**src/rtl/id_ex_stage.sv**
```systemverilog
`default_nettype none
// ============================================================================
//  Module   : id_ex_stage
//  Purpose  : ID/EX pipeline register and ALU operand-select stage. Captures
//             decoded fields over a valid/ready handshake, pre-builds the
//             B-side immediate, forwards EX/MEM and MEM/WB results into the
//             ALU operands, and inserts one bubble per load-use pair.
//  Options  : IDEX_PERF_EN adds stall_cnt / bubble_cnt performance counters.
//  Revision : 1.0 - initial release
// ============================================================================
module id_ex_stage #(
    parameter int DW = 32,
    parameter int RW = 5
) (
    input  logic          CLK,
    input  logic          RST,
    input  logic          dec_valid,
    output logic          dec_ready,
    input  logic [3:0]    dec_aluop,
    input  logic [DW-1:0] dec_rdat1,
    input  logic [DW-1:0] dec_rdat2,
    input  logic [RW-1:0] dec_rs,
    input  logic [RW-1:0] dec_rt,
    input  logic [RW-1:0] dec_wsel,
    input  logic          dec_wen,
    input  logic          dec_memread,
    input  logic [15:0]   dec_imm,
    input  logic [4:0]    dec_shamt,
    input  logic          dec_extop,
    input  logic          dec_asel,
    input  logic [1:0]    dec_bsel,
    input  logic          flush,
    input  logic          ex_ready,
    output logic          ex_valid,
    output logic [DW-1:0] port_A,
    output logic [DW-1:0] port_B,
    output logic [3:0]    aluop,
    output logic [RW-1:0] ex_wsel,
    output logic          ex_wen,
    output logic          ex_memread,
    input  logic          mem_wen,
    input  logic [RW-1:0] mem_wsel,
    input  logic [DW-1:0] mem_wdat,
    input  logic          wb_wen,
    input  logic [RW-1:0] wb_wsel,
    input  logic [DW-1:0] wb_wdat
`ifdef IDEX_PERF_EN
    ,
    output logic [31:0]   stall_cnt,
    output logic [31:0]   bubble_cnt
`endif
);

    // Held entry
    logic          ex_valid_q;
    logic [3:0]    aluop_q;
    logic [DW-1:0] rdat1_q, rdat2_q;
    logic [RW-1:0] rs_q, rt_q, wsel_q;
    logic          wen_q, memread_q, asel_q, b_is_rt_q;
    logic [DW-1:0] immb_q, immb_d;
    // Last operands presented while valid, replayed while the stage is empty
    logic [DW-1:0] last_a_q, last_b_q;

    logic          uses_rt, hazard, capture;
    logic [DW-1:0] fwd_rs, fwd_rt, op_a, op_b;

    // Load-use detection against the instruction currently in decode
    assign uses_rt   = (dec_bsel == 2'd0) | dec_asel;
    assign hazard    = ex_valid_q & memread_q & (wsel_q != '0) &
                       ((wsel_q == dec_rs) | (uses_rt & (wsel_q == dec_rt)));
    assign dec_ready = ~RST & ~flush & ~hazard & (~ex_valid_q | ex_ready);
    assign capture   = dec_valid & dec_ready;

    // B-side immediate built from the decode fields at capture time
    always_comb begin
        immb_d = '0;
        case (dec_bsel)
            2'd1:    immb_d = dec_extop ? {{(DW-16){dec_imm[15]}}, dec_imm}
                                        : {{(DW-16){1'b0}}, dec_imm};
            2'd2:    immb_d = {{(DW-5){1'b0}}, dec_shamt};
            2'd3:    immb_d = {dec_imm, {(DW-16){1'b0}}};
            default: immb_d = '0;
        endcase
    end

    // Per-source forwarding: EX/MEM beats MEM/WB beats held data; r0 never forwards
    always_comb begin
        fwd_rs = rdat1_q;
        if ((rs_q != '0) && mem_wen && (mem_wsel == rs_q))
            fwd_rs = mem_wdat;
        else if ((rs_q != '0) && wb_wen && (wb_wsel == rs_q))
            fwd_rs = wb_wdat;
        fwd_rt = rdat2_q;
        if ((rt_q != '0) && mem_wen && (mem_wsel == rt_q))
            fwd_rt = mem_wdat;
        else if ((rt_q != '0) && wb_wen && (wb_wsel == rt_q))
            fwd_rt = wb_wdat;
    end

    assign op_a       = asel_q ? fwd_rt : fwd_rs;
    assign op_b       = b_is_rt_q ? fwd_rt : immb_q;
    assign port_A     = ex_valid_q ? op_a : last_a_q;
    assign port_B     = ex_valid_q ? op_b : last_b_q;
    assign aluop      = aluop_q;
    assign ex_valid   = ex_valid_q;
    assign ex_wsel    = wsel_q;
    assign ex_wen     = ex_valid_q & wen_q;
    assign ex_memread = ex_valid_q & memread_q;

    // Pipeline register: reset, flush, capture, drain, or hold with WB refresh
    always_ff @(posedge CLK) begin
        if (RST) begin
            ex_valid_q <= 1'b0;
            aluop_q    <= '0;
            rdat1_q    <= '0;
            rdat2_q    <= '0;
            rs_q       <= '0;
            rt_q       <= '0;
            wsel_q     <= '0;
            wen_q      <= 1'b0;
            memread_q  <= 1'b0;
            asel_q     <= 1'b0;
            b_is_rt_q  <= 1'b0;
            immb_q     <= '0;
            last_a_q   <= '0;
            last_b_q   <= '0;
        end else begin
            if (flush) begin
                ex_valid_q <= 1'b0;
            end else if (capture) begin
                ex_valid_q <= 1'b1;
                aluop_q    <= dec_aluop;
                rdat1_q    <= dec_rdat1;
                rdat2_q    <= dec_rdat2;
                rs_q       <= dec_rs;
                rt_q       <= dec_rt;
                wsel_q     <= dec_wsel;
                wen_q      <= dec_wen;
                memread_q  <= dec_memread;
                asel_q     <= dec_asel;
                b_is_rt_q  <= (dec_bsel == 2'd0);
                immb_q     <= immb_d;
            end else if (ex_valid_q & ex_ready) begin
                ex_valid_q <= 1'b0;
            end else if (ex_valid_q) begin
                // Results retiring while stalled must not be lost
                if (wb_wen && (wb_wsel != '0) && (wb_wsel == rs_q))
                    rdat1_q <= wb_wdat;
                if (wb_wen && (wb_wsel != '0) && (wb_wsel == rt_q))
                    rdat2_q <= wb_wdat;
            end
            if (ex_valid_q) begin
                last_a_q <= op_a;
                last_b_q <= op_b;
            end
        end
    end

`ifdef IDEX_PERF_EN
    logic [31:0] stall_cnt_q, bubble_cnt_q;

    // Stall and load-use bubble counters, wrapping at 2^32
    always_ff @(posedge CLK) begin
        if (RST) begin
            stall_cnt_q  <= '0;
            bubble_cnt_q <= '0;
        end else begin
            if (dec_valid & ~dec_ready & ~flush)
                stall_cnt_q <= stall_cnt_q + 32'd1;
            if (ex_valid_q & ex_ready & ~capture & hazard & ~flush)
                bubble_cnt_q <= bubble_cnt_q + 32'd1;
        end
    end

    assign stall_cnt  = stall_cnt_q;
    assign bubble_cnt = bubble_cnt_q;
`endif

endmodule
`default_nettype wire

```
**config.mk**
```make
export PLATFORM = sky130hd
export DESIGN_NAME = id_ex_stage
export DESIGN_NICKNAME = d
export VERILOG_FILES = /design/src/rtl/id_ex_stage.sv
export SDC_FILE = /design/constraint.sdc
export NUM_CORES = 1
export LEC_CHECK = 0
export BUFFER_PORTS_ARGS = -buffer_cell sky130_fd_sc_hd__buf_2
export CAP_MARGIN = 20
export CELL_PAD_IN_SITES_DETAIL_PLACEMENT = 1
export CELL_PAD_IN_SITES_GLOBAL_PLACEMENT = 2
export CORE_MARGIN = 5
export CORE_UTILIZATION = 35
export CTS_CLUSTER_DIAMETER = 40
export CTS_CLUSTER_SIZE = 25
export DETAILED_ROUTE_END_ITERATION = 8
export GPL_TIMING_DRIVEN = 0
export PLACE_DENSITY_LB_ADDON = 0.1
export SLEW_MARGIN = 20
export SYNTH_ARGS = -nofsm -noshare
export SYNTH_HDL_FRONTEND = slang
export SYNTH_SLANG_ARGS = --single-unit
```
**constraint.sdc**
```tcl
create_clock -name CLK -period 5.68 [get_ports CLK]
set_input_delay 0 -clock CLK [delete_from_list [all_inputs] [get_ports CLK]]
set_output_delay 0 -clock CLK [all_outputs]
set_load 0.05 [all_outputs]
```
==> results of run 1 <==
[metal layers]
metal  up-vias  track usage  wire [um]  share of wire
met4         0      0.09844       1715          0.028
met3       101      0.04553       3276          0.053
met2       518       0.5345      29420           0.48
met1      7116       0.4206      27440           0.44
met5         -            0          0              0
li1       6470            -          -              -
[cells in the mapped netlist (3+ instances only)]
| master | count |
|---|---|
| sky130_fd_sc_hd__a21oi_1 | 20 |
| sky130_fd_sc_hd__a22oi_1 | 5 |
| sky130_fd_sc_hd__inv_1 | 68 |
| sky130_fd_sc_hd__nand4_1 | 26 |
| sky130_fd_sc_hd__buf_1 | 13 |
| sky130_fd_sc_hd__a31oi_1 | 94 |
| sky130_fd_sc_hd__nor2_1 | 35 |
| sky130_fd_sc_hd__mux2_2 | 22 |
| sky130_fd_sc_hd__o2111ai_1 | 65 |
| sky130_fd_sc_hd__buf_4 | 3 |
| sky130_fd_sc_hd__o311ai_0 | 3 |
| sky130_fd_sc_hd__xor2_1 | 14 |
| sky130_fd_sc_hd__mux2i_1 | 94 |
| sky130_fd_sc_hd__o31a_1 | 32 |
| sky130_fd_sc_hd__nor3_1 | 24 |
| sky130_fd_sc_hd__nand2_1 | 66 |
| sky130_fd_sc_hd__a311oi_1 | 30 |
| sky130_fd_sc_hd__nor4_1 | 32 |
| sky130_fd_sc_hd__o311ai_1 | 91 |
| sky130_fd_sc_hd__and2_1 | 28 |
| sky130_fd_sc_hd__nand3_1 | 107 |
| sky130_fd_sc_hd__buf_6 | 7 |
| sky130_fd_sc_hd__and4_1 | 14 |
| sky130_fd_sc_hd__clkbuf_1 | 130 |
| sky130_fd_sc_hd__buf_2 | 17 |
| sky130_fd_sc_hd__xnor2_1 | 16 |
| sky130_fd_sc_hd__nor2b_1 | 25 |
| sky130_fd_sc_hd__nand2b_1 | 66 |
| sky130_fd_sc_hd__o211ai_1 | 3 |
| sky130_fd_sc_hd__o31ai_1 | 67 |
| sky130_fd_sc_hd__dfxtp_1 | 184 |
[cell type report]
class,instances,area share
Sequential cell,184,0.2283
Multi-Input combinational cell,1005,0.4453
Timing Repair Buffer,444,0.1929
Inverter,68,0.01582
Tap cell,448,0.03473
Clock buffer,18,0.02721
Buffer,170,0.04481
Clock inverter,14,0.01101
[repair_timing]
action,4_1_cts,5_1_grt
buffers inserted,0,0
hold buffers,178,0
endpoints found under the hold margin,119,0
[per-stage QoR]
| stage | power, mW | cells | util | hold WS, ns |
|---|---|---|---|---|
| after global placement | 2.148 | 2141 | 0.4104 | 0.2269 |
| after detailed placement | 2.159 | 2141 | 0.4108 | 0.2325 |
| final | 3.547 | 2351 | 0.4825 | 0.01951 |
| after CTS | 3.531 | 2351 | 0.4825 | 0.002576 |
| after floorplan | 1.839 | 1427 | - | 0.1388 |
| after global routing | 3.661 | 2351 | 0.4825 | 0.05179 |
[sequential cells by signal (all words and copies together), names as in the netlist]
name       flops
immb_q        32
last_a_q      32
last_b_q      32
rdat1_q       32
rdat2_q       32
ex_wsel        5
rs_q           5
rt_q           5
aluop          4
asel_q         1
b_is_rt_q      1
ex_valid       1
memread_q      1
wen_q          1
[cell families (layout without fill, tap and decap cells)]
family                    count (synthesis)  after routing  synth area share
muxes                                   116            116            0.1004
buffers and inverters                   238            714           0.08268
DFF                                     184            184            0.3113
AOI/OAI and AO/OA                       424            424            0.2808
and+or+nand+nor                         434            434            0.2012
xor gates and xnor gates                 31             31           0.02358
[worst max path at each step]
stage	startpoint	depth (start not counted)	endpoint	slack [ns]
5_1_grt	rt_q[4]	8	port_B[18]	1.60
3_3_place_gp	rs_q[3]	7	port_A[22]	2.37
4_1_cts	rt_q[4]	8	port_B[18]	1.81
6_report	rt_q[4]	8	port_B[18]	1.68
3_5_place_dp	rt_q[4]	8	port_B[18]	2.32
2_1_floorplan	ex_valid	6	rs_q[0]	3.05
[report_power, final]
group          internal (mW)  switching [mW]
Clock                  0.681           0.614
Combinational          0.294           0.581
Sequential              1.34          0.0356
Total                   2.32            1.23
[worst max-delay path: stages (launching register included)]
cell and delay [ns]:
sky130_fd_sc_hd__dfxtp_1 0.38, sky130_fd_sc_hd__xnor2_1 0.57, sky130_fd_sc_hd__and4_1 0.27, sky130_fd_sc_hd__buf_2 0.24, sky130_fd_sc_hd__clkbuf_1 0.42, sky130_fd_sc_hd__a31oi_1 0.18
sky130_fd_sc_hd__o311ai_1 0.89, sky130_fd_sc_hd__a31oi_1 0.28, sky130_fd_sc_hd__buf_2 0.29
==> impl_metrics.xml, run 1 <==
<?xml version="1.0" encoding="UTF-8"?>
<metrics>
  <group name="min_path">
    <metric name="hold_path_startpoint" unit="">mem_wdat[6]</metric>
    <metric name="holdPathStages" unit="">5</metric>
    <metric name="timing.hold.worst_endpoint" unit="">last_a_q[6]</metric>
    <metric name="min_path_type" unit="">in -&gt; reg</metric>
  </group>
  <group name="placed_design">
    <metric name="dpl_cell_area" unit="um2">13740</metric>
    <metric name="finalWeightedCongestion" unit="">0.9362</metric>
    <metric name="numPortBuffers" unit="">266</metric>
    <metric name="placed_wire_length_estimate_after_detailed_placement" unit="mm">47.04</metric>
    <metric name="dp_worst_setup_slack" unit="ns">2.322</metric>
  </group>
  <group name="clock_network">
    <metric name="clkSinkCount" unit="">184</metric>
    <metric name="cts_made_buffers" unit="">17</metric>
    <metric name="clock_tree.htree_level_count" unit="">4</metric>
    <metric name="clock-root-buffer" unit="">sky130_fd_sc_hd__clkbuf_16</metric>
    <metric name="clkLatencyLatePin" unit="ns">0.46</metric>
    <metric name="worst_setup_hold_path_clk_slew" unit="ns">0.08</metric>
    <metric name="cts.path.max_buffers" unit="">2</metric>
    <metric name="clock_tree_from_tritoncts" unit="">yes</metric>
    <metric name="ctsResizeCount" unit="">0</metric>
  </group>
  <group name="synth">
    <metric name="ys_ff_latch" unit="">184</metric>
    <metric name="synth-edff-count" unit="">0</metric>
    <metric name="syn_area_per_cell" unit="um2">8.293</metric>
    <metric name="ys_async_sr_fraction" unit="">0</metric>
    <metric name="synth.net_count" unit="">1618</metric>
    <metric name="syn_inst" unit="">1427</metric>
    <metric name="register_area_share_after_synthesis" unit="">0.3113</metric>
    <metric name="yosysUniqueCellTypes" unit="">50</metric>
    <metric name="post_synthesis_instance_area" unit="um2">11830</metric>
    <metric name="ys_top_cells_by_area" unit="">sky130_fd_sc_hd__dfxtp_1 (31%), sky130_fd_sc_hd__mux2i_1 (8.0%), sky130_fd_sc_hd__o311ai_1 (6.7%)</metric>
    <metric name="yosysTopAreaCell" unit="">sky130_fd_sc_hd__dfxtp_1</metric>
    <metric name="synth_ff_type" unit="">sky130_fd_sc_hd__dfxtp_1</metric>
    <metric name="yosysWarningCount" unit="">0</metric>
    <metric name="synth_top_area_share" unit="">0.3113</metric>
  </group>
  <group name="critical_path">
    <metric name="rrSetupSlack" unit="ns">1.98</metric>
    <metric name="crit-reg2reg-launch" unit="">rs_q[3]</metric>
    <metric name="required" unit="ns">5.68</metric>
    <metric name="worstPathArrival" unit="ns">4.00</metric>
    <metric name="critPathKind" unit="">reg -&gt; out</metric>
    <metric name="reg2regPathDepth" unit="">7</metric>
    <metric name="path_max_fanout" unit="">10</metric>
    <metric name="nature_of_the_critical_path_startpoint" unit="">flip-flop</metric>
    <metric name="cp-end-kind" unit="">output pin</metric>
    <metric name="rr_endpoint" unit="">rdat1_q[4]</metric>
  </group>
  <group name="sta">
    <metric name="final_period_minus_worst_setup_slack" unit="ns">3.996</metric>
    <metric name="fmax" unit="GHz">0.2503</metric>
    <metric name="report.final.hold_viol_count" unit="">0</metric>
    <metric name="finalSetupViolCount" unit="">0</metric>
    <metric name="final_max_slew_viol_count" unit="">0</metric>
    <metric name="setup_ws" unit="ns">1.684</metric>
    <metric name="relSlewSlack" unit="">0.2748</metric>
    <metric name="clock-skew-final" unit="ns">0.01458</metric>
    <metric name="aggregate_negative_setup_slack" unit="ns">0</metric>
    <metric name="worst-slew-pin-transition" unit="ns">1.080</metric>
    <metric name="rsz0062_at_grt" unit="">no</metric>
    <metric name="fin_crit_sh" unit="">0.7035</metric>
  </group>
  <group name="cells_and_area">
    <metric name="nets" unit="">2081</metric>
    <metric name="area_of_combinational_cells_with_multiple_inputs" unit="um2">7186</metric>
    <metric name="final_area" unit="um2">16140</metric>
    <metric name="drive_above_1_share" unit="">0.1897</metric>
    <metric name="antenna_cells" unit="">0</metric>
    <metric name="area_growth" unit="%">36.37</metric>
    <metric name="layout_common_cells" unit="">sky130_fd_sc_hd__buf_2 (283), sky130_fd_sc_hd__dfxtp_1 (184), sky130_fd_sc_hd__dlygate4sd3_1 (178)</metric>
    <metric name="nFillCells" unit="">4076</metric>
    <metric name="most_common_cell_after_layout_fill_and_taps_aside" unit="">sky130_fd_sc_hd__buf_2</metric>
    <metric name="ff_latch_area" unit="um2">3684</metric>
  </group>
  <group name="pwr">
    <metric name="power_density" unit="nW/um2">219.8</metric>
    <metric name="worst_ir_drop_vdd" unit="V">0.0002198</metric>
    <metric name="total_leakage_power" unit="nW">6.092</metric>
  </group>
  <group name="job">
    <metric name="cap_violations" unit="">0</metric>
  </group>
  <group name="routing">
    <metric name="drt-total-wl" unit="mm">61.85</metric>
    <metric name="drtIter0Drc" unit="">1041</metric>
    <metric name="first_pass_iters" unit="">5</metric>
    <metric name="drc_errors" unit="">0</metric>
    <metric name="vias" unit="">14205</metric>
    <metric name="routed_via_density" unit="">6.042</metric>
    <metric name="wl_per_cell" unit="um">26.31</metric>
    <metric name="detail-route-antenna-nets" unit="">0</metric>
  </group>
  <group name="global_route">
    <metric name="first_global_vias" unit="">14690</metric>
    <metric name="antenna_found_initial" unit="">0</metric>
    <metric name="largest_net_degree_at_the_start_of_global_routing" unit="">19</metric>
    <metric name="gr-total-overflow" unit="">0</metric>
    <metric name="wire_length_of_the_first_global_routing_pass" unit="mm">92.26</metric>
    <metric name="gr-usage-all-layers" unit="">0.3168</metric>
  </group>
  <group name="floorplanning">
    <metric name="floorplan.io_pins" unit="">268</metric>
    <metric name="num_rows" unit="">67</metric>
    <metric name="fp.coreArea" unit="um2">33450</metric>
    <metric name="floorplan.die.width" unit="um">193.9</metric>
    <metric name="dieHeight" unit="um">193.9</metric>
    <metric name="die_area" unit="um2">37590</metric>
    <metric name="initial_utilization" unit="">0.3538</metric>
  </group>
  <group name="status">
    <metric name="result_of_the_run" unit="">finished, final reports clean</metric>
  </group>
</metrics>
Power figures use the tool's default switching activity.
==> run 2: changes to the inputs <==
--- a/config.mk
+++ b/config.mk
@@ -10,7 +10,7 @@
 export CELL_PAD_IN_SITES_DETAIL_PLACEMENT = 1
 export CELL_PAD_IN_SITES_GLOBAL_PLACEMENT = 2
 export CORE_MARGIN = 5
-export CORE_UTILIZATION = 35
+export CORE_UTILIZATION = 29
 export CTS_CLUSTER_DIAMETER = 40
 export CTS_CLUSTER_SIZE = 25
 export DETAILED_ROUTE_END_ITERATION = 8
==> constraint.sdc (replaced) <==
create_clock -name CLK -period 3.3 [get_ports CLK]
set_input_delay 0 -clock CLK [delete_from_list [all_inputs] [get_ports CLK]]
set_output_delay 0 -clock CLK [all_outputs]
set_load 0.05 [all_outputs]
==> run 2 against run 1 <==
  * Core utilization decreased by 6.3 points
  * Highest routed layer is now met5
  * Design area increased by 5.6%
  * Register-to-register slack got worse by 1.9 ns
  * The flow now finishes with violations (setup timing)
  * Sequential cell count unchanged
  * Via count decreased by 5.3%
==> impl_metrics.xml, run 2 (same netlist as run 1, synthesis figures left out) <==
<?xml version="1.0" encoding="UTF-8"?>
<metrics>
  <group name="min_path">
    <metric name="holdPathStages" unit="">5</metric>
    <metric name="hold_path_startpoint" unit="">mem_wdat[8]</metric>
    <metric name="timing.hold.worst_endpoint" unit="">last_a_q[8]</metric>
    <metric name="min_path_type" unit="">in -&gt; reg</metric>
  </group>
  <group name="cells_and_area">
    <metric name="drive_above_1_share" unit="">0.2464</metric>
    <metric name="nets" unit="">2077</metric>
    <metric name="nFillCells" unit="">4831</metric>
    <metric name="layout_common_cells" unit="">sky130_fd_sc_hd__buf_2 (269), sky130_fd_sc_hd__dfxtp_1 (183), sky130_fd_sc_hd__dlygate4sd3_1 (169)</metric>
    <metric name="antenna_cells" unit="">0</metric>
    <metric name="most_common_cell_after_layout_fill_and_taps_aside" unit="">sky130_fd_sc_hd__buf_2</metric>
    <metric name="area_growth" unit="%">43.94</metric>
    <metric name="fin_util" unit="">0.4191</metric>
  </group>
  <group name="routing">
    <metric name="vias" unit="">13456</metric>
    <metric name="first_pass_iters" unit="">5</metric>
    <metric name="detail-route-antenna-nets" unit="">0</metric>
    <metric name="routed_via_density" unit="">5.535</metric>
    <metric name="wl_per_cell" unit="um">25.07</metric>
    <metric name="drtIter0Drc" unit="">698</metric>
    <metric name="drc_errors" unit="">0</metric>
    <metric name="drt-total-wl" unit="mm">60.94</metric>
  </group>
  <group name="global_route">
    <metric name="first_global_vias" unit="">13906</metric>
    <metric name="gr-usage-all-layers" unit="">0.2619</metric>
    <metric name="gr-total-overflow" unit="">0</metric>
    <metric name="wire_length_of_the_first_global_routing_pass" unit="mm">88.23</metric>
    <metric name="antenna_found_initial" unit="">1</metric>
    <metric name="largest_net_degree_at_the_start_of_global_routing" unit="">18</metric>
  </group>
  <group name="clock_network">
    <metric name="cts.path.max_buffers" unit="">2</metric>
    <metric name="clock-root-buffer" unit="">sky130_fd_sc_hd__clkbuf_16</metric>
    <metric name="worst_setup_hold_path_clk_slew" unit="ns">0.08</metric>
    <metric name="clkSinkCount" unit="">184</metric>
    <metric name="clock_tree.htree_level_count" unit="">4</metric>
    <metric name="clock_tree_from_tritoncts" unit="">yes</metric>
    <metric name="cts_made_buffers" unit="">17</metric>
    <metric name="clkLatencyLatePin" unit="ns">0.48</metric>
  </group>
  <group name="critical_path">
    <metric name="crit_path_frequent_cell" unit="">sky130_fd_sc_hd__buf_2</metric>
    <metric name="critPathKind" unit="">reg -&gt; out</metric>
    <metric name="cp-end-kind" unit="">output pin</metric>
    <metric name="critPathMaxStageDelay" unit="ns">0.58</metric>
    <metric name="worstPathArrival" unit="ns">3.36</metric>
    <metric name="rrSetupSlack" unit="ns">0.13</metric>
    <metric name="reg2regPathDepth" unit="">7</metric>
    <metric name="required" unit="ns">3.30</metric>
    <metric name="path_delay_family" unit="">compound AO/OA/AOI/OAI gates</metric>
    <metric name="cpMaxStageDelayCell" unit="">sky130_fd_sc_hd__or4_4</metric>
    <metric name="timing.critical_path.from" unit="">rt_q[0]</metric>
    <metric name="nature_of_the_critical_path_startpoint" unit="">flip-flop</metric>
    <metric name="crit-reg2reg-launch" unit="">ex_valid</metric>
    <metric name="critPathBufInv" unit="">3</metric>
    <metric name="crit_path_cell_chain" unit="">or4_4 -&gt; nand2b_1 -&gt; clkbuf_1 -&gt; buf_2 -&gt; a31oi_1 -&gt; o311ai_1 -&gt; a21oi_1 -&gt; buf_2</metric>
    <metric name="path_max_fanout" unit="">10</metric>
    <metric name="rr_endpoint" unit="">rdat1_q[1]</metric>
  </group>
  <group name="sta">
    <metric name="worst_hold_slack" unit="ns">0.03442</metric>
    <metric name="setup_ws" unit="ns">-0.05831</metric>
    <metric name="fmax" unit="GHz">0.2978</metric>
    <metric name="final_period_minus_worst_setup_slack" unit="ns">3.358</metric>
    <metric name="final_max_slew_viol_count" unit="">0</metric>
    <metric name="rsz0062_at_grt" unit="">yes</metric>
    <metric name="finalSetupViolCount" unit="">3</metric>
    <metric name="worst-slew-pin-transition" unit="ns">0.9915</metric>
    <metric name="fin_crit_sh" unit="">1.018</metric>
    <metric name="report.final.hold_viol_count" unit="">0</metric>
    <metric name="clock-skew-final" unit="ns">0.02378</metric>
    <metric name="relSlewSlack" unit="">0.3373</metric>
  </group>
  <group name="pwr">
    <metric name="worst_ir_drop_vdd" unit="V">0.0002924</metric>
    <metric name="power_density" unit="nW/um2">357.4</metric>
    <metric name="total_leakage_power" unit="nW">6.082</metric>
  </group>
  <group name="placed_design">
    <metric name="finalWeightedCongestion" unit="">0.9090</metric>
    <metric name="placed_wire_length_estimate_after_detailed_placement" unit="mm">48.85</metric>
    <metric name="numPortBuffers" unit="">266</metric>
  </group>
  <group name="floorplanning">
    <metric name="floorplan.io_pins" unit="">268</metric>
    <metric name="floorplan.die.width" unit="um">212.0</metric>
    <metric name="num_rows" unit="">74</metric>
    <metric name="dieHeight" unit="um">212.0</metric>
    <metric name="initial_utilization" unit="">0.2911</metric>
    <metric name="fp.coreArea" unit="um2">40650</metric>
    <metric name="die_area" unit="um2">44950</metric>
  </group>
  <group name="status">
    <metric name="violations" unit="">setup timing</metric>
    <metric name="result_of_the_run" unit="">finished with violations</metric>
  </group>
  <group name="job">
    <metric name="cap_violations" unit="">0</metric>
  </group>
</metrics>
==> run 2: changes by cell type in the layout (fill, tap and decap cells not counted), sizes merged <==
| cell | change |
|---|---|
| clkinv | +3 |
| buf | -7 |
| clkbuf | +11 |
| dlygate4sd3 | -9 |
| inv | -2 |
==> run 2: worst max path at each step <==
stage	to	cells past startpoint
floorplan	rs_q[0]	6
detailed placement	port_A[11]	7
CTS	port_B[27]	8
finish	port_B[30]	8
global route	port_B[30]	8
global placement	port_A[11]	7
==> run 2: repair_timing <==
item | CTS | global route
gates resized for setup | 63 | 92
endpoints found under the setup margin | 64 | 82
hold buffers | 169 | 0
pin swaps | 2 | 7
hold endpoints to repair | 119 | 0
buffers inserted | 4 | 2
==> run 2: where the power goes <==
part	switching (mW)	leakage (nW)	internal, mW	total, mW
clock network	1.03	0.285	1.13	2.16
logic	1.02	4.30	0.543	1.56
registers	0.0613	1.50	2.31	2.37
total	2.11	6.08	3.98	6.09
==> run 2: area by class of cell <==
| cell class | count | area [um2] | share of cell area |
|---|---|---|---|
| multi-input cells | 1005 | 7993 | 0.4692 |
| well taps | 532 | 665.6 | 0.03908 |
| inverters | 68 | 255.2 | 0.01498 |
| plain buffers | 169 | 738.2 | 0.04334 |
| repair buffers | 441 | 3108 | 0.1825 |
| flip-flops and latches | 184 | 3685 | 0.2163 |
| clock inverters | 15 | 163.9 | 0.009622 |
| clock buffers | 17 | 425.4 | 0.02497 |
==> run 2: routing by layer <==
layer  up-vias  share of wire  global-route usage
met5         -        0.00021                   0
met4         2          0.022             0.07175
met3        52          0.038             0.03497
met2       349           0.47              0.4370
met1      6615           0.47              0.3572
li1       6438              -                   -
==> run 2: worst min-delay path: cells and delay by family <==
kind | cells | cell delay [ns]
buffers and inverters | 2 | 0.17
AOI/OAI and AO/OA | 2 | 0.19
and+or+nand+nor | 1 | 0.09
==> run 2: per-stage QoR <==
step / worst slack [ns] / power, mW / instance area (um2) / TNS (ns) / cells
after floorplan: 0.6674 / 3.165 / 11830 / 0 / 1427
after global placement: 0.09867 / 3.674 / 13830 / 0 / 2225
after detailed placement: 0.07307 / 3.693 / 13840 / 0 / 2225
after CTS: -0.01052 / 6.056 / 16540 / -0.02172 / 2430
after global routing: -0.1646 / 6.317 / 17030 / -1.319 / 2431
final: -0.05831 / 6.087 / 17030 / -0.1148 / 2431
